### src/rtl/ccd_acq_ctrl.sv
// Linear-CCD acquisition sequencer: arms the timing generator, drops the first and flush lines,
// then read-modify-write accumulates cfg_avg lines into an external RAM. Optional macro: ACQ_CONT_EN.
module ccd_acq_ctrl #(
   parameter int N_PIX = 2048,
   parameter int ADC_W = 12,
   parameter int AVG_W = 8,
   parameter int ACC_W = 20
) (
   input  logic                     clk,
   input  logic                     rst_n,
   input  logic                     start,
   input  logic                     abort,
   input  logic [AVG_W-1:0]         cfg_avg,
   input  logic [AVG_W-1:0]         cfg_skip,
   input  logic                     cfg_cont,
   input  logic                     frame_ack,
   input  logic                     tg_done,
   input  logic                     tg_sp,
   input  logic [ADC_W-1:0]         adc_data,
   output logic                     tg_rst_n,
   output logic [$clog2(N_PIX)-1:0] acc_addr,
   output logic [ACC_W-1:0]         acc_wdata,
   output logic                     acc_we,
   input  logic [ACC_W-1:0]         acc_rdata,
   output logic                     busy,
   output logic                     frame_ready,
   output logic [AVG_W-1:0]         line_cnt
);
   localparam int IDX_W = $clog2(N_PIX);

   typedef enum logic [2:0] {S_IDLE, S_ARM, S_FLUSH, S_ACCUM, S_READY} state_t;

   state_t             r_state, w_state_nx;
   logic               r_done_d, r_sp_d;
   logic [AVG_W-1:0]   r_avg, r_skip, r_line_cnt;
   logic [IDX_W:0]     r_idx;
   logic               r_line_pend;
   logic               r_vld_p0, r_vld_p1, r_we;
   logic [IDX_W-1:0]   r_addr;
   logic [ADC_W-1:0]   r_sample;
   logic [ACC_W-1:0]   r_wdata;
`ifdef ACQ_CONT_EN
   logic               r_cont;
`else
   logic               w_unused_cont;
   assign w_unused_cont = cfg_cont;
`endif

   logic               w_line_edge, w_samp_edge, w_rmw_busy, w_start_rmw;
   logic               w_line_req, w_line_go, w_latch;
   logic [AVG_W-1:0]   w_line_cnt_nx, w_avg_in;
   logic [ACC_W-1:0]   w_sum;

   assign w_line_edge   = tg_done & ~r_done_d;
   assign w_samp_edge   = tg_sp & ~r_sp_d;
   assign w_rmw_busy    = r_vld_p0 | r_vld_p1 | r_we;
   // Sample pulses arriving while an RMW is in flight or a line end is pending are dropped.
   assign w_start_rmw   = (r_state == S_ACCUM) & w_samp_edge & ~w_rmw_busy & ~r_line_pend
                          & (r_idx < (IDX_W+1)'(N_PIX));
   assign w_line_req    = (r_state == S_ACCUM) & (w_line_edge | r_line_pend);
   assign w_line_go     = w_line_req & ~w_rmw_busy & ~w_start_rmw;
   assign w_line_cnt_nx = r_line_cnt + AVG_W'(1);
   assign w_avg_in      = (cfg_avg == '0) ? AVG_W'(1) : cfg_avg;
   assign w_sum         = acc_rdata + ACC_W'(r_sample);

   always_comb begin
      w_state_nx = r_state;
      w_latch    = 1'b0;
      case (r_state)
         S_IDLE: if (start) begin
            w_state_nx = S_ARM;
            w_latch    = 1'b1;
         end
         S_ARM: if (w_line_edge) w_state_nx = (r_skip != '0) ? S_FLUSH : S_ACCUM;
         S_FLUSH: if (w_line_edge && r_skip == AVG_W'(1)) w_state_nx = S_ACCUM;
         S_ACCUM: if (w_line_go && w_line_cnt_nx == r_avg) w_state_nx = S_READY;
         S_READY: if (frame_ack) begin
`ifdef ACQ_CONT_EN
            if (r_cont) begin
               w_state_nx = S_ARM;
               w_latch    = 1'b1;
            end else begin
               w_state_nx = S_IDLE;
            end
`else
            w_state_nx = S_IDLE;
`endif
         end
         default: w_state_nx = S_IDLE;
      endcase
      if (abort) begin
         w_state_nx = S_IDLE;
         w_latch    = 1'b0;
      end
   end

   always_ff @(posedge clk or negedge rst_n) begin
      if (!rst_n) r_state <= S_IDLE;
      else        r_state <= w_state_nx;
   end

   always_ff @(posedge clk or negedge rst_n) begin
      if (!rst_n) begin
         r_done_d    <= 1'b0;
         r_sp_d      <= 1'b0;
         r_avg       <= '0;
         r_skip      <= '0;
         r_line_cnt  <= '0;
         r_idx       <= '0;
         r_line_pend <= 1'b0;
         r_vld_p0    <= 1'b0;
         r_vld_p1    <= 1'b0;
         r_we        <= 1'b0;
         r_addr      <= '0;
         r_sample    <= '0;
         r_wdata     <= '0;
`ifdef ACQ_CONT_EN
         r_cont      <= 1'b0;
`endif
      end else begin
         r_done_d <= tg_done;
         r_sp_d   <= tg_sp;
         if (abort) begin
            r_line_cnt  <= '0;
            r_idx       <= '0;
            r_line_pend <= 1'b0;
            r_vld_p0    <= 1'b0;
            r_vld_p1    <= 1'b0;
            r_we        <= 1'b0;
         end else begin
            // RMW: p0 drives the address, p1 sees read data, then one write cycle.
            r_vld_p0 <= w_start_rmw;
            r_vld_p1 <= r_vld_p0;
            r_we     <= r_vld_p1;
            if (w_start_rmw) begin
               r_addr   <= r_idx[IDX_W-1:0];
               r_sample <= adc_data;
            end
            if (r_vld_p1) begin
               r_wdata <= (r_line_cnt == '0) ? ACC_W'(r_sample) : w_sum;
               r_idx   <= r_idx + (IDX_W+1)'(1);
            end
            if (w_latch) begin
               r_avg       <= w_avg_in;
               r_skip      <= cfg_skip;
               r_line_cnt  <= '0;
               r_idx       <= '0;
               r_line_pend <= 1'b0;
`ifdef ACQ_CONT_EN
               r_cont      <= cfg_cont;
`endif
            end else if (r_state == S_FLUSH && w_line_edge) begin
               r_skip <= r_skip - AVG_W'(1);
            end
            // A line end seen mid-RMW is held until the write has landed.
            if (w_line_go) begin
               r_idx       <= '0;
               r_line_cnt  <= w_line_cnt_nx;
               r_line_pend <= 1'b0;
            end else if (w_line_req) begin
               r_line_pend <= 1'b1;
            end
         end
      end
   end

   assign tg_rst_n    = (r_state == S_ARM) | (r_state == S_FLUSH) | (r_state == S_ACCUM);
   assign busy        = (r_state != S_IDLE);
   assign frame_ready = (r_state == S_READY);
   assign line_cnt    = r_line_cnt;
   assign acc_addr    = r_addr;
   assign acc_wdata   = r_wdata;
   assign acc_we      = r_we;

endmodule

### config.mk
export PLATFORM = sky130hd
export DESIGN_NAME = ccd_acq_ctrl
export DESIGN_NICKNAME = d
export VERILOG_FILES = /design/src/rtl/ccd_acq_ctrl.sv
export SDC_FILE = /design/constraint.sdc
export NUM_CORES = 1
export LEC_CHECK = 0
export ABC_AREA = 1
export BUFFER_PORTS_ARGS = -buffer_cell sky130_fd_sc_hd__buf_2
export CORE_MARGIN = 2
export CORE_UTILIZATION = 45
export CTS_BUF_LIST = sky130_fd_sc_hd__clkbuf_16
export DETAILED_ROUTE_END_ITERATION = 8
export PLACE_DENSITY = 0.71
export SLEW_MARGIN = 30
export SYNTH_ARGS = -nofsm -noshare
export SYNTH_HDL_FRONTEND = slang
export SYNTH_SLANG_ARGS = --single-unit
### constraint.sdc
create_clock -name clk -period 4.02 [get_ports clk]
set_clock_uncertainty 0.05 [all_clocks]
set_input_delay 1.206 -clock clk [delete_from_list [all_inputs] [get_ports clk]]
set_output_delay 1.206 -clock clk [all_outputs]
set_load 0.03 [all_outputs]
Yosys cells after proc, flatten, opt, wreduce, memory -nomap -nowiden. Index checks and enable logic that the tools add are counted. W data, S select, Z words.

Bits of input ports: 56. Register bits: 88.

Muxes and demuxes: 29. Add/subtract/negate cells: 4. Equal/unequal tests: 11. Reduce and logical (&&, ||, !) cells: 17. Bitwise operators: 20. Order comparisons: 1.

Operator list (count): $mux W12 (4); $mux W8 (6); $add A20 B12 Y20 (1); $mux W20 (1); $mux W3 (6); $logic_not A8 Y1 (2); $pmux W3 S5 (1); $add A12 B1 Y12 const B (1); $lt A12 B12 Y1 const B (1); $ne A3 B3 Y1 const B (4); $mux W1 (11); $and A1 B1 Y1 (9); $add A8 B1 Y8 const B (1); $eq A8 B1 Y1 const B (1); $eq A8 B8 Y1 (1); $reduce_and A2 Y1 (4); $reduce_bool A4 Y1 (2); $reduce_bool A8 Y1 (1); $sub A8 B1 Y8 const B (1); $eq A3 B2 Y1 const B (2); $not A1 Y1 (6); $reduce_bool A3 Y1 (2); $or A1 B1 Y1 (5); $reduce_and A5 Y1 (1); 6 further kinds (8).

Depth between registers and ports, before layout. Gate-level depths: netlist of run 1.

Word-level depth: 12. Depth in mapped cells: 14. Depth with buffers taken out: 14.

Worst setup path before layout of run 1. OpenSTA, ideal clock, no wires.

Path type: input port to flip-flop. From: input acc_rdata[0]. To: register r_wdata[18] (netlist: acc_wdata[18]). Slack: 1.342 ns. Cell stages on the path: 9. Data arrival time: 2.505 ns. Buffers on the path: 0. Cell sequence: ha_1 -> inv_1 -> fa_1 -> nor3_1 -> nor2_1 -> o21ai_2 -> nand2_1 -> o21ai_0 -> o21ai_1.

Longest elaborated chain between the ends: 2.

RTL lines: start, declared (RTL line 24) `input logic [ACC_W-1:0] acc_rdata,`; $add A20 B12 Y20 (RTL line 64) `assign w_sum = acc_rdata + ACC_W'(r_sample);`; $mux W20 (RTL line 140) `r_wdata <= (r_line_cnt == '0) ? ACC_W'(r_sample) : w_sum;`; end signal, assigned (RTL line 140); end, declared (RTL line 41) `logic [ACC_W-1:0] r_wdata;`.

No other way between the ends. A chain may end at the register's enable or synchronous reset.

Worst setup path in the final report of run 1.
From: input acc_rdata[0]. To: register r_wdata[12] (netlist: acc_wdata[12]).

The elaborated chain is that of the path after synthesis.

==> metrics.md, run 1 <==
| Metric | Value |
|---|---|
| Placed Area | `5695 um2` |
| Post-synth net total | `729` |
| Synth cell types | `43` |
| Vias | `4605` |
| Core area | `10980 um2` |
| Outcome | `finished clean` |
| CP max stage cell | `fa_1` |
| Final Hold Fails | `0` |
| CTS tree | `done` |
| EDFF count, synth | `0` |
| # setup viols final | `0` |
| Syn-to-layout area delta | `17.85%` |
| HP Class | `reg2reg` |
| First-pass GRT wire length | `21.40 mm` |
| Worst skew pair latency | `350 ps` |
| Post-synth top cells | `nand2_1 (192), dfrtp_1 (88), inv_1 (59)` |
| Max stage delay on crit path | `420 ps` |
| Lkg Pwr | `3.030 nW` |
| Nets | `826` |
| Synthesis-stage register bit count | `88` |
| RePlAce Congestion | `0.8906` |
| First-pass DRT Iterations | `6` |
| Largest net degree at the start of global routing | `40` |
| Setup TNS | `0 ps` |
| H-tree depth | `3` |
| Worst-Margin Slew | `527.6 ps` |
| Antenna Cells | `0` |
| Rel. slew slack | `64.83%` |
| Ys flop type | `dfrtp_1` |
| Net Sw Power | `1.135 mW` |
| Worst EP arrival | `2840 ps` |
| Post-Syn Area | `5117 um2` |
| Post-CTS Setup Repair Bufs | `0` |
| Combinational share of power | `32.6%` |
| # DRC | `0` |
| Final Cell Area | `6031 um2` |
| WL final | `12.37 mm` |
| Clock Power Share | `30.2%` |
| Drt initial violations | `285` |
| RSZ-0062 raised after global routing | `false` |
| Clock root buffer | `clkbuf_16` |
| Starting Density | `46.59%` |
| Buf/Inv on CP | `2` |
| GRT Resource Usage Total | `21.25%` |
| Required time of the critical path | `4200 ps` |
| CTS Hold Buffers Added | `0` |
| Internal | `2.021 mW` |
| Gr busiest metal | `met2` |
| Initial antenna violation count | `0` |
| Sequential Power Share | `37.2%` |
| Async S/R FF share, synth | `100.0%` |
| Detailed Place HPWL | `9.328 mm` |
| Critical path type | `in2reg` |
| Period minus WS final | `2662 ps` |
| Max Fclk | `0.3757 GHz` |
| Crit path max-delay family | `adder cells` |
| Net Sw Frac | `35.97%` |
| Gr ovfl total | `0` |
| # clock sinks | `88` |
| Final Util | `54.91%` |
| CP Max Fanout | `4` |
| Yosys top cell by area | `dfrtp_1` |
| Number of gates resized after CTS | `0` |
| # rows | `38` |
| Met2 usage | `35.66%` |
| Layout cells sized above 1 | `19.97%` |
| Crit-path cells | `buf_2 > ha_1 > inv_1 > fa_1 > o21ai_0 > nand3_1 > nand3_1 > a21oi_1 > o21ai_0 > nand2_1` |
| Synth top area share | `43.03%` |
| Synth area leaders | `dfrtp_1 (43%), nand2_1 (14%), ha_1 (4.4%), inv_1 (4.3%), nand3_1 (4.2%)` |
| Setup slack, reg-to-reg | `1880 ps` |
| Fin Hold WS | `426.6 ps` |
| DR vias/cell | `5.140` |
| Num CTS Buffers | `9` |
| Die Width | `110.6 um` |
| Die Area | `12240 um2` |
| Die Ht | `110.6 um` |
| Pwr/cell area | `523.3 nW/um2` |
| Syn Area/Cell | `7.825 um2` |
| Longest Clk Path Bufs | `2` |
| GR met3 Demand/Resource | `5.488%` |
| Reg clk slew, reported paths | `60 ps` |
| Vias in the first global route | `4664` |
| Max-slew violation count | `0` |
| Port buffer count | `97` |
| Final Cycle Share | `66.22%` |
| Crit start category | `input port` |
| Final ANT Viol Nets | `0` |
| Cell count after synthesis | `654` |
| Synthesis warning total | `0` |
| Worst Setup End Kind | `register` |
| Peak supply drop | `0.3958 mV` |
| Sequential area share after synthesis | `43.03%` |
| # IOs | `99` |
| Tot Pwr | `3.156 mW` |
| DR WL/cell | `13.80 um` |
| MaxCap Viol Count | `0` |
| Top-count cell post-synth | `nand2_1` |
| Met1 usage | `26.81%` |
-- layout by cell type (no fill, tap or decap), types with 3 or more instances in the layout --
master | Yosys | routed
buf_2 | 5 | 96
inv_1 | 59 | 60
nand2_1 | 192 | 192
o211ai_1 | 7 | 7
a21oi_1 | 34 | 34
nand3_1 | 43 | 43
o21ai_0 | 42 | 42
inv_2 | 9 | 9
nor2_1 | 44 | 44
xor2_1 | 7 | 7
o21ai_1 | 21 | 21
ha_1 | 18 | 18
bufinv_16 | 0 | 3
xnor2_1 | 8 | 8
o22ai_1 | 3 | 3
nand2_2 | 7 | 7
nand3_2 | 3 | 3
buf_4 | 1 | 4
clkbuf_16 | 0 | 9
o22ai_2 | 3 | 3
dfrtp_1 | 88 | 88
nor2_4 | 6 | 6
nand4_1 | 8 | 8
nand3b_1 | 4 | 4
nor3_1 | 9 | 9
nor3_2 | 3 | 3
-- power groups by stage --
stage	Combinational, mW	Sequential [mW]	Clock (mW)
6_report	1.03	1.17	0.952
5_1_grt	1.17	1.20	1.01
4_1_cts	1.03	1.17	0.975
3_5_place_dp	1.02	1.19	0
3_3_place_gp	1.00	1.18	0
2_1_floorplan	0.717	1.23	0
-- state kept, by name (all words and copies together), names as in the netlist, 3 cells and up --
name and flops:
acc_wdata 20, r_idx 12, r_sample 12, acc_addr 11, line_cnt 8, r_avg 8, r_skip 8, r_state 3
-- layer usage --
metal | vias to the layer above | wire, um
met4 | 0 | 194
met5 | - | 0
met1 | 2117 | 5610
met3 | 17 | 570
li1 | 2360 | -
met2 | 111 | 5991
-- through the flow --
| step | worst slack, ps | instances |
|---|---|---|
| after global placement | 1035 | 880 |
| after floorplan | 1342 | 654 |
| final | 1358 | 896 |
| after CTS | 1382 | 896 |
| after detailed placement | 1031 | 880 |
| after global routing | 1185 | 896 |
-- tightest hold or removal path, delay by kind of cell (launching register included) --
kind             cells  cell delay, ps
DFF                  1             340
and+or+nand+nor      2             110
-- cells by family (layout without fill, tap and decap cells) --
| kind of cell | after synthesis | after routing | share of synthesized area, % |
|---|---|---|---|
| adders and majority gates | 19 | 19 | 4.792 |
| buffers and inverters | 82 | 184 | 7.090 |
| and+or+nand+nor | 327 | 327 | 28.70 |
| DFF | 88 | 88 | 43.03 |
| AOI/OAI and AO/OA | 123 | 123 | 13.81 |
| xor gates and xnor gates | 15 | 15 | 2.567 |
-- worst paths after layout --
kind,start,to,cells after the start
worst min register to register,acc_wdata[4],acc_wdata[4],2
worst min-delay path,acc_wdata[4],acc_wdata[4],2
max in group asynchronous,rst_n,acc_addr[8],2
min in group asynchronous,rst_n,line_cnt[7],1
worst max register to register,r_state[1],r_skip[1],6
worst max-delay path,acc_rdata[0],acc_wdata[12],10
-- layout make-up --
type | instances | area (um2)
inverters | 68 | 255.2
well taps | 140 | 175.2
fillers | 1045 | 4952
clock inverters | 7 | 110.1
flip-flops and latches | 88 | 2202
clock buffers | 9 | 225.2
repair buffers | 100 | 510.5
multi-input cells | 484 | 2552
Power figures use the tool's default switching activity.
==> inputs of run 2 (changes only) <==
- ABC_AREA: 1 -> 0
- clock period: 4.02 -> 2.65 ns (I/O delays scaled with it)
==> metrics.md, run 2 <==
| Metric | Value |
|---|---|
| FF-to-FF path depth | `9 (was 6)` |
| CP Max Fanout | `3 (was 4)` |
| Lkg Pwr | `2.950 nW (was 3.030 nW)` |
| Worst EP arrival | `2730 ps (was 2840 ps)` |
| Clock root buffer | `clkbuf_16 (unchanged)` |
| Max reg flops | `20 (unchanged)` |
| Post-Syn Area | `4915 um2 (was 5117 um2)` |
| Die Ht | `108.5 um (was 110.6 um)` |
| DR WL/cell | `14.72 um (was 13.80 um)` |
| HP Class | `in2async (was reg2reg)` |
| Drt initial violations | `197 (was 285)` |
| Setup slack, reg-to-reg | `300 ps (was 1880 ps)` |
| Gr ovfl total | `0 (unchanged)` |
| First-pass GRT wire length | `18.37 mm (was 21.40 mm)` |
| # rows | `38 (unchanged)` |
| Yosys top cell by area | `dfrtp_1 (unchanged)` |
| Largest net degree at the start of global routing | `57 (was 40)` |
| Syn-to-layout area delta | `23.73% (was 17.85%)` |
| EDFF count, synth | `0 (unchanged)` |
| # clock sinks | `88 (unchanged)` |
| Starting Density | `45.74% (was 46.59%)` |
| RePlAce Congestion | `0.8577 (was 0.8906)` |
| Buf/Inv on CP | `2 (unchanged)` |
| Sequential area share after synthesis | `44.81% (was 43.03%)` |
| Reg2reg end | `acc_wdata[8] (was r_skip[1])` |
| Peak supply drop | `0.3874 mV (was 0.3958 mV)` |
| Synth top area share | `44.81% (was 43.03%)` |
| Longest Clk Path Bufs | `2 (unchanged)` |
| Async S/R FF share, synth | `100.0% (unchanged)` |
| CTS tree | `done (unchanged)` |
| Max-slew violation count | `0 (unchanged)` |
| Antenna Cells | `0 (unchanged)` |
| Post-synth net total | `563 (was 729)` |
| # DRC | `0 (unchanged)` |
| DR vias/cell | `5.397 (was 5.140)` |
| MaxCap Viol Count | `0 (unchanged)` |
| Worst Setup End Kind | `register (unchanged)` |
| H-tree depth | `3 (unchanged)` |
| WL final | `11.04 mm (was 12.37 mm)` |
| Layout cells sized above 1 | `29.18% (was 19.97%)` |
| Post-synth top cells | `dfrtp_1 (88), nor2_1 (48), nand2_1 (42) (was nand2_1 (192), dfrtp_1 (88), inv_1 (59))` |
| Ys flop type | `dfrtp_1 (unchanged)` |
| Crit start category | `input port (unchanged)` |
| Rel. slew slack | `70.40% (was 64.83%)` |
| Port buffer count | `97 (unchanged)` |
| Reg clk slew, reported paths | `70 ps (was 60 ps)` |
| Setup TNS | `0 ps (unchanged)` |
| Syn Area/Cell | `10.07 um2 (was 7.825 um2)` |
| Initial antenna violation count | `0 (unchanged)` |
| Die Width | `108.5 um (was 110.6 um)` |
| Synthesis-stage register bit count | `88 (unchanged)` |
| Nets | `680 (was 826)` |
| Worst path depth | `10 (unchanged)` |
| RSZ-0062 raised after global routing | `false (unchanged)` |
| Fin Hold WS | `345.4 ps (was 426.6 ps)` |
| CP max stage cell | `or3b_2 (was fa_1)` |
| Required time of the critical path | `2860 ps (was 4200 ps)` |
| Vias | `4048 (was 4605)` |
| Worst-Margin Slew | `438.4 ps (was 527.6 ps)` |
| Vias in the first global route | `3945 (was 4664)` |
| Dpl ws | `-347.0 ps (was 1031 ps)` |
| Worst skew pair latency | `340 ps (was 350 ps)` |
| Outcome | `finished clean (unchanged)` |
| Final Worst Setup Slack | `135.5 ps (was 1358 ps)` |
| Synth cell types | `65 (was 43)` |
| Synthesis warning total | `0 (unchanged)` |
| GRT Resource Usage Total | `19.72% (was 21.25%)` |
| Detailed Place HPWL | `8.084 mm (was 9.328 mm)` |
| Die Area | `11770 um2 (was 12240 um2)` |
| First-pass DRT Iterations | `5 (was 6)` |
| Max stage delay on crit path | `450 ps (was 420 ps)` |
| Crit path max-delay family | `compound AO/OA/AOI/OAI gates (was adder cells)` |
| # IOs | `99 (unchanged)` |
| Max Fclk | `0.3977 GHz` |
| Core area | `10750 um2 (was 10980 um2)` |
| # setup viols final | `0 (unchanged)` |
| Most frequent cells in the layout | `buf_2 (96), dfrtp_1 (88), nor2_1 (48), nand2_1 (42), a21oi_1 (31) (was nand2_1 (192), buf_2 (96), dfrtp_1 (88), inv_1 (60), nor2_1 (44))` |
| Final ANT Viol Nets | `0 (unchanged)` |
| Crit-path cells | `buf_2 > ha_1 > inv_1 > fa_1 > nor2b_2 > o311ai_1 > a21boi_1 > o21ai_0 > or3b_2 > a31oi_1 (was buf_2 > ha_1 > inv_1 > fa_1 > o21ai_0 > nand3_1 > nand3_1 > a21oi_1 > o21ai_0 > nand2_1)` |
| Critical path type | `in2reg (unchanged)` |
| Fill count | `964 (was 1045)` |
| Cell count after synthesis | `488 (was 654)` |
| Tot Pwr | `4.094 mW (was 3.156 mW)` |
| Final Hold Fails | `0 (unchanged)` |
| Num CTS Buffers | `9 (unchanged)` |
| Post-CTS Setup Repair Bufs | `0 (unchanged)` |
| Most common cell after layout, fill and taps aside | `buf_2 (was nand2_1)` |
| Final Cycle Share | `94.89%` |
| Period minus WS final | `2515 ps` |
| Synth area leaders | `dfrtp_1 (45%), ha_1 (4.6%), nor2_1 (3.7%), xor2_1 (3.6%), xnor2_1 (3.4%) (was dfrtp_1 (43%), nand2_1 (14%), ha_1 (4.4%), inv_1 (4.3%), nand3_1 (4.2%))` |
| Reg2reg start | `r_sample[0] (was r_state[1])` |
| Top-count cell post-synth | `dfrtp_1 (was nand2_1)` |
| Pwr/cell area | `673.2 nW/um2 (was 523.3 nW/um2)` |
==> run 2: changes by cell type in the layout (fill, tap and decap cells not counted), moves of 9 or more <==
cell     previous run  this run
nand2_1           192        42
inv_1              60        11
nand3_1            43        12
buf_4               4        30
o21ai_1            21         3
o21ai_0            42        25
mux2_2              0        13
xor2_1              7        20
xnor2_1             8        19
mux2_4              0        10
inv_2               9         0
==> run 2: cell type report <==
class | count | area, um2 | share of cell area [%]
clock buffer | 9 | 225.2 | 3.704
inverter | 12 | 45.04 | 0.7407
tap | 140 | 175.2 | 2.881
clock inverter | 7 | 141.4 | 2.325
timing repair buffer | 127 | 725.7 | 11.93
sequential | 88 | 2202 | 36.21
multi-input combinational | 367 | 2566 | 42.20
==> run 2: cell families after synthesis <==
family / Yosys count / share of synthesized area [%]
xor gates and xnor gates: 39 / 6.950
adders and majority gates: 19 / 4.990
and+or+nand+nor: 167 / 17.57
buffers and inverters: 33 / 3.182
muxes: 34 / 8.452
DFF: 88 / 44.81
AOI/OAI and AO/OA: 108 / 14.05
==> run 2: routing by layer <==
metal / global-route usage (%) / vias up / share of wire (%) / wire length [um]
li1: - / 1975 / - / -
met1: 25.34 / 1955 / 45 / 4974
met2: 33.13 / 102 / 49 / 5439
met3: 3.315 / 16 / 4.0 / 444
met4: 7.784 / 0 / 1.6 / 180
met5: 0 / - / 0 / 0
==> run 2: worst max-delay path by stage <==
stage	start	endpoint	slack, ps
after floorplan	acc_rdata[0]	acc_wdata[8]	5
after detailed placement	acc_rdata[0]	acc_wdata[14]	-350
after global placement	acc_rdata[0]	acc_wdata[14]	-280
after global routing	acc_rdata[0]	acc_wdata[14]	10
after CTS	acc_rdata[0]	acc_wdata[14]	9
final	acc_rdata[0]	acc_wdata[8]	140
==> run 2: worst reg2reg max path, stage by stage, from the launching register on <==
cell and delay [ps]:
dfrtp_1 400, ha_1 200, inv_1 70, fa_1 200, nor2b_2 60, o311ai_1 360
a21boi_1 160, o21ai_0 160, or3b_2 450, a31oi_1 170
==> run 2: metrics by stage <==
stage	utilization, %	area (um2)	cells
after global routing	56.59	6081	750
after floorplan	-	4917	488
after CTS	56.52	6073	750
after global placement	53.11	5707	734
after detailed placement	53.11	5707	734
final	56.59	6081	750
==> run 2: power by group <==
part           internal (mW)  switching, mW  leakage [nW]  total [mW]
registers               1.48          0.133          1.17        1.61
clock network           1.02          0.544         0.178        1.56
logic                  0.450          0.465          1.60       0.915
==> run 2: timing repair <==
item	4_1_cts	5_1_grt
hold buffers	0	0
gates resized for setup	0	4
setup endpoints to repair	0	7
==> inputs of run 3 (changes only) <==
- ABC_CLOCK_PERIOD_IN_PS: unset -> 2650
- CTS_BUF_LIST: sky130_fd_sc_hd__clkbuf_16 -> unset
==> metrics.md, run 3 (synthesis gave the netlist of run 2 again) <==
| Metric | Value |
|---|---|
| DR WL/cell | `14.43 um (was 14.72 um)` |
| Outcome | `finished clean (unchanged)` |
| Reg clk slew, reported paths | `90 ps (was 70 ps)` |
| Die Width | `108.5 um (unchanged)` |
| Port buffer count | `97 (unchanged)` |
| Vias | `3983 (was 4048)` |
| Max-slew violation count | `0 (unchanged)` |
| Worst Setup End Kind | `register (unchanged)` |
| Core area | `10750 um2 (unchanged)` |
| Tot Pwr | `3.769 mW (was 4.094 mW)` |
| First-pass DRT Iterations | `4 (was 5)` |
| Pwr/cell area | `629.3 nW/um2 (was 673.2 nW/um2)` |
| Crit-path cells | `buf_2 > ha_1 > inv_1 > fa_1 > nor2b_2 > o311ai_1 > a21boi_0 > o21ai_0 > or3b_2 > a31oi_1 (was buf_2 > ha_1 > inv_1 > fa_1 > nor2b_2 > o311ai_1 > a21boi_1 > o21ai_0 > or3b_2 > a31oi_1)` |
| RSZ-0062 raised after global routing | `false (unchanged)` |
| Clock root buffer | `clkbuf_8 (was clkbuf_16)` |
| Worst skew pair latency | `350 ps (was 340 ps)` |
| FF-to-FF path depth | `9 (unchanged)` |
| CP max stage cell | `or3b_2 (unchanged)` |
| # DRC | `0 (unchanged)` |
| Num CTS Buffers | `9 (unchanged)` |
| Detailed Place HPWL | `8.084 mm (unchanged)` |
| Most common cell after layout, fill and taps aside | `buf_2 (unchanged)` |
| WL final | `10.82 mm (was 11.04 mm)` |
| CP Max Fanout | `3 (unchanged)` |
| # clock sinks | `88 (unchanged)` |
| Final ANT Viol Nets | `0 (unchanged)` |
| H-tree depth | `3 (unchanged)` |
| MaxCap Viol Count | `0 (unchanged)` |
| Crit start category | `input port (unchanged)` |
| Die Ht | `108.5 um (unchanged)` |
| Period minus WS final | `2521 ps (was 2515 ps)` |
| Drt initial violations | `187 (was 197)` |
| Final Cycle Share | `95.13% (was 94.89%)` |
| Placed cell count | `734 (unchanged)` |
| Longest Clk Path Bufs | `2 (unchanged)` |
| Crit path max-delay family | `compound AO/OA/AOI/OAI gates (unchanged)` |
| RePlAce Congestion | `0.8577 (unchanged)` |
| Peak supply drop | `0.3854 mV (was 0.3874 mV)` |
| Reg2reg end | `acc_wdata[8] (unchanged)` |
| Antenna Cells | `0 (unchanged)` |
| Max reg flops | `20 (unchanged)` |
| # setup viols final | `0 (unchanged)` |
| Critical path type | `in2reg (unchanged)` |
| HP Class | `in2async (unchanged)` |
| Max Fclk | `0.3967 GHz (was 0.3977 GHz)` |
| # rows | `38 (unchanged)` |
| Dpl ws | `-347.0 ps (unchanged)` |
| Worst EP arrival | `2750 ps (was 2730 ps)` |
| # IOs | `99 (unchanged)` |
| DR vias/cell | `5.311 (was 5.397)` |
| CTS tree | `done (unchanged)` |
| Fin Hold WS | `323.1 ps (was 345.4 ps)` |
| Most frequent cells in the layout | `buf_2 (96), dfrtp_1 (88), nor2_1 (48), nand2_1 (42), a21oi_1 (31) (unchanged)` |
| Setup slack, reg-to-reg | `270 ps (was 300 ps)` |
| Die Area | `11770 um2 (unchanged)` |
| First-pass GRT wire length | `18.17 mm (was 18.37 mm)` |
| GRT Resource Usage Total | `19.41% (was 19.72%)` |
| Reg2reg start | `r_sample[0] (unchanged)` |
| Final non-filler cell total | `750 (unchanged)` |
| Initial antenna violation count | `0 (unchanged)` |
| Layout cells sized above 1 | `29.34% (was 29.18%)` |
| Syn-to-layout area delta | `21.87% (was 23.73%)` |
| Rel. slew slack | `70.29% (was 70.40%)` |
| Buf/Inv on CP | `2 (unchanged)` |
| Required time of the critical path | `2880 ps (was 2860 ps)` |
| Final Hold Fails | `0 (unchanged)` |
| Placed Area | `5707 um2 (unchanged)` |
| Starting Density | `45.74% (unchanged)` |
| Vias in the first global route | `3924 (was 3945)` |
| Lkg Pwr | `2.909 nW (was 2.950 nW)` |
| Final Worst Setup Slack | `129.0 ps (was 135.5 ps)` |
| Largest net degree at the start of global routing | `57 (unchanged)` |
| Final Cell Area | `5989 um2 (was 6081 um2)` |
| Nets | `680 (unchanged)` |
| Worst-Margin Slew | `440.1 ps (was 438.4 ps)` |
| Max stage delay on crit path | `450 ps (about the same)` |
| Gr ovfl total | `0 (unchanged)` |
| Post-CTS Setup Repair Bufs | `0 (unchanged)` |
[run 3: changes by cell type in the layout (fill, tap and decap cells not counted), sizes merged]
cell	before	now
clkbuf	9	10
clkinv	2	1
[run 3: repair_timing]
| action | 4_1_cts | 5_1_grt |
|---|---|---|
| resized for setup | 0 | 2 |
| hold buffers | 0 | 0 |
| endpoints found under the setup margin | 0 | 5 |
[run 3: worst max path at each step]
stage,start,end,slack (ps),cells past startpoint
after floorplan,acc_rdata[0],acc_wdata[8],5,9
after global placement,acc_rdata[0],acc_wdata[14],-280,11
after detailed placement,acc_rdata[0],acc_wdata[14],-350,11
after CTS,acc_rdata[0],acc_wdata[14],40,11
after global routing,acc_rdata[2],acc_wdata[11],10,9
final,acc_rdata[0],acc_wdata[8],130,10
[run 3: worst register-to-register path, cell delays in order (launching register included)]
cell and delay, ps:
dfrtp_1 400, ha_1 200, inv_1 70, fa_1 210
nor2b_2 60, o311ai_1 340, a21boi_0 190, o21ai_0 170
or3b_2 450, a31oi_1 170
[run 3: area by class of cell]
cell class,instances,area (um2)
Clock buffer,10,137.6
Clock inverter,6,137.6
Fill cell,974,4756
Inverter,12,45.04
Multi-Input combinational cell,367,2566
Sequential cell,88,2202
Tap cell,140,175.2
Timing Repair Buffer,127,725.7
[run 3: routing by layer]
| metal | track usage, % | up-vias | share of wire (%) |
|---|---|---|---|
| met5 | 0 | - | 0 |
| met4 | 7.143 | 0 | 0.73 |
| met3 | 2.712 | 9 | 4.6 |
| met2 | 33.17 | 87 | 50 |
| met1 | 25.03 | 1916 | 44 |
| li1 | - | 1971 | - |
[run 3: power breakdown]
| group | switching (mW) | leakage, nW | total, mW | internal, mW |
|---|---|---|---|---|
| combinational | 0.457 | 1.60 | 0.906 | 0.449 |
| clock | 0.496 | 0.137 | 1.25 | 0.754 |
| sequential | 0.134 | 1.17 | 1.61 | 1.48 |
| total | 1.09 | 2.91 | 3.77 | 2.68 |
[run 3: stage by stage]
| stage | util, % | setup TNS, ps |
|---|---|---|
| finish | 55.74 | 0 |
| global route | 55.74 | 0 |
| CTS | 55.67 | 0 |
| detailed placement | 53.11 | -2069 |
| global placement | 53.11 | -1540 |
| floorplan | - | 0 |
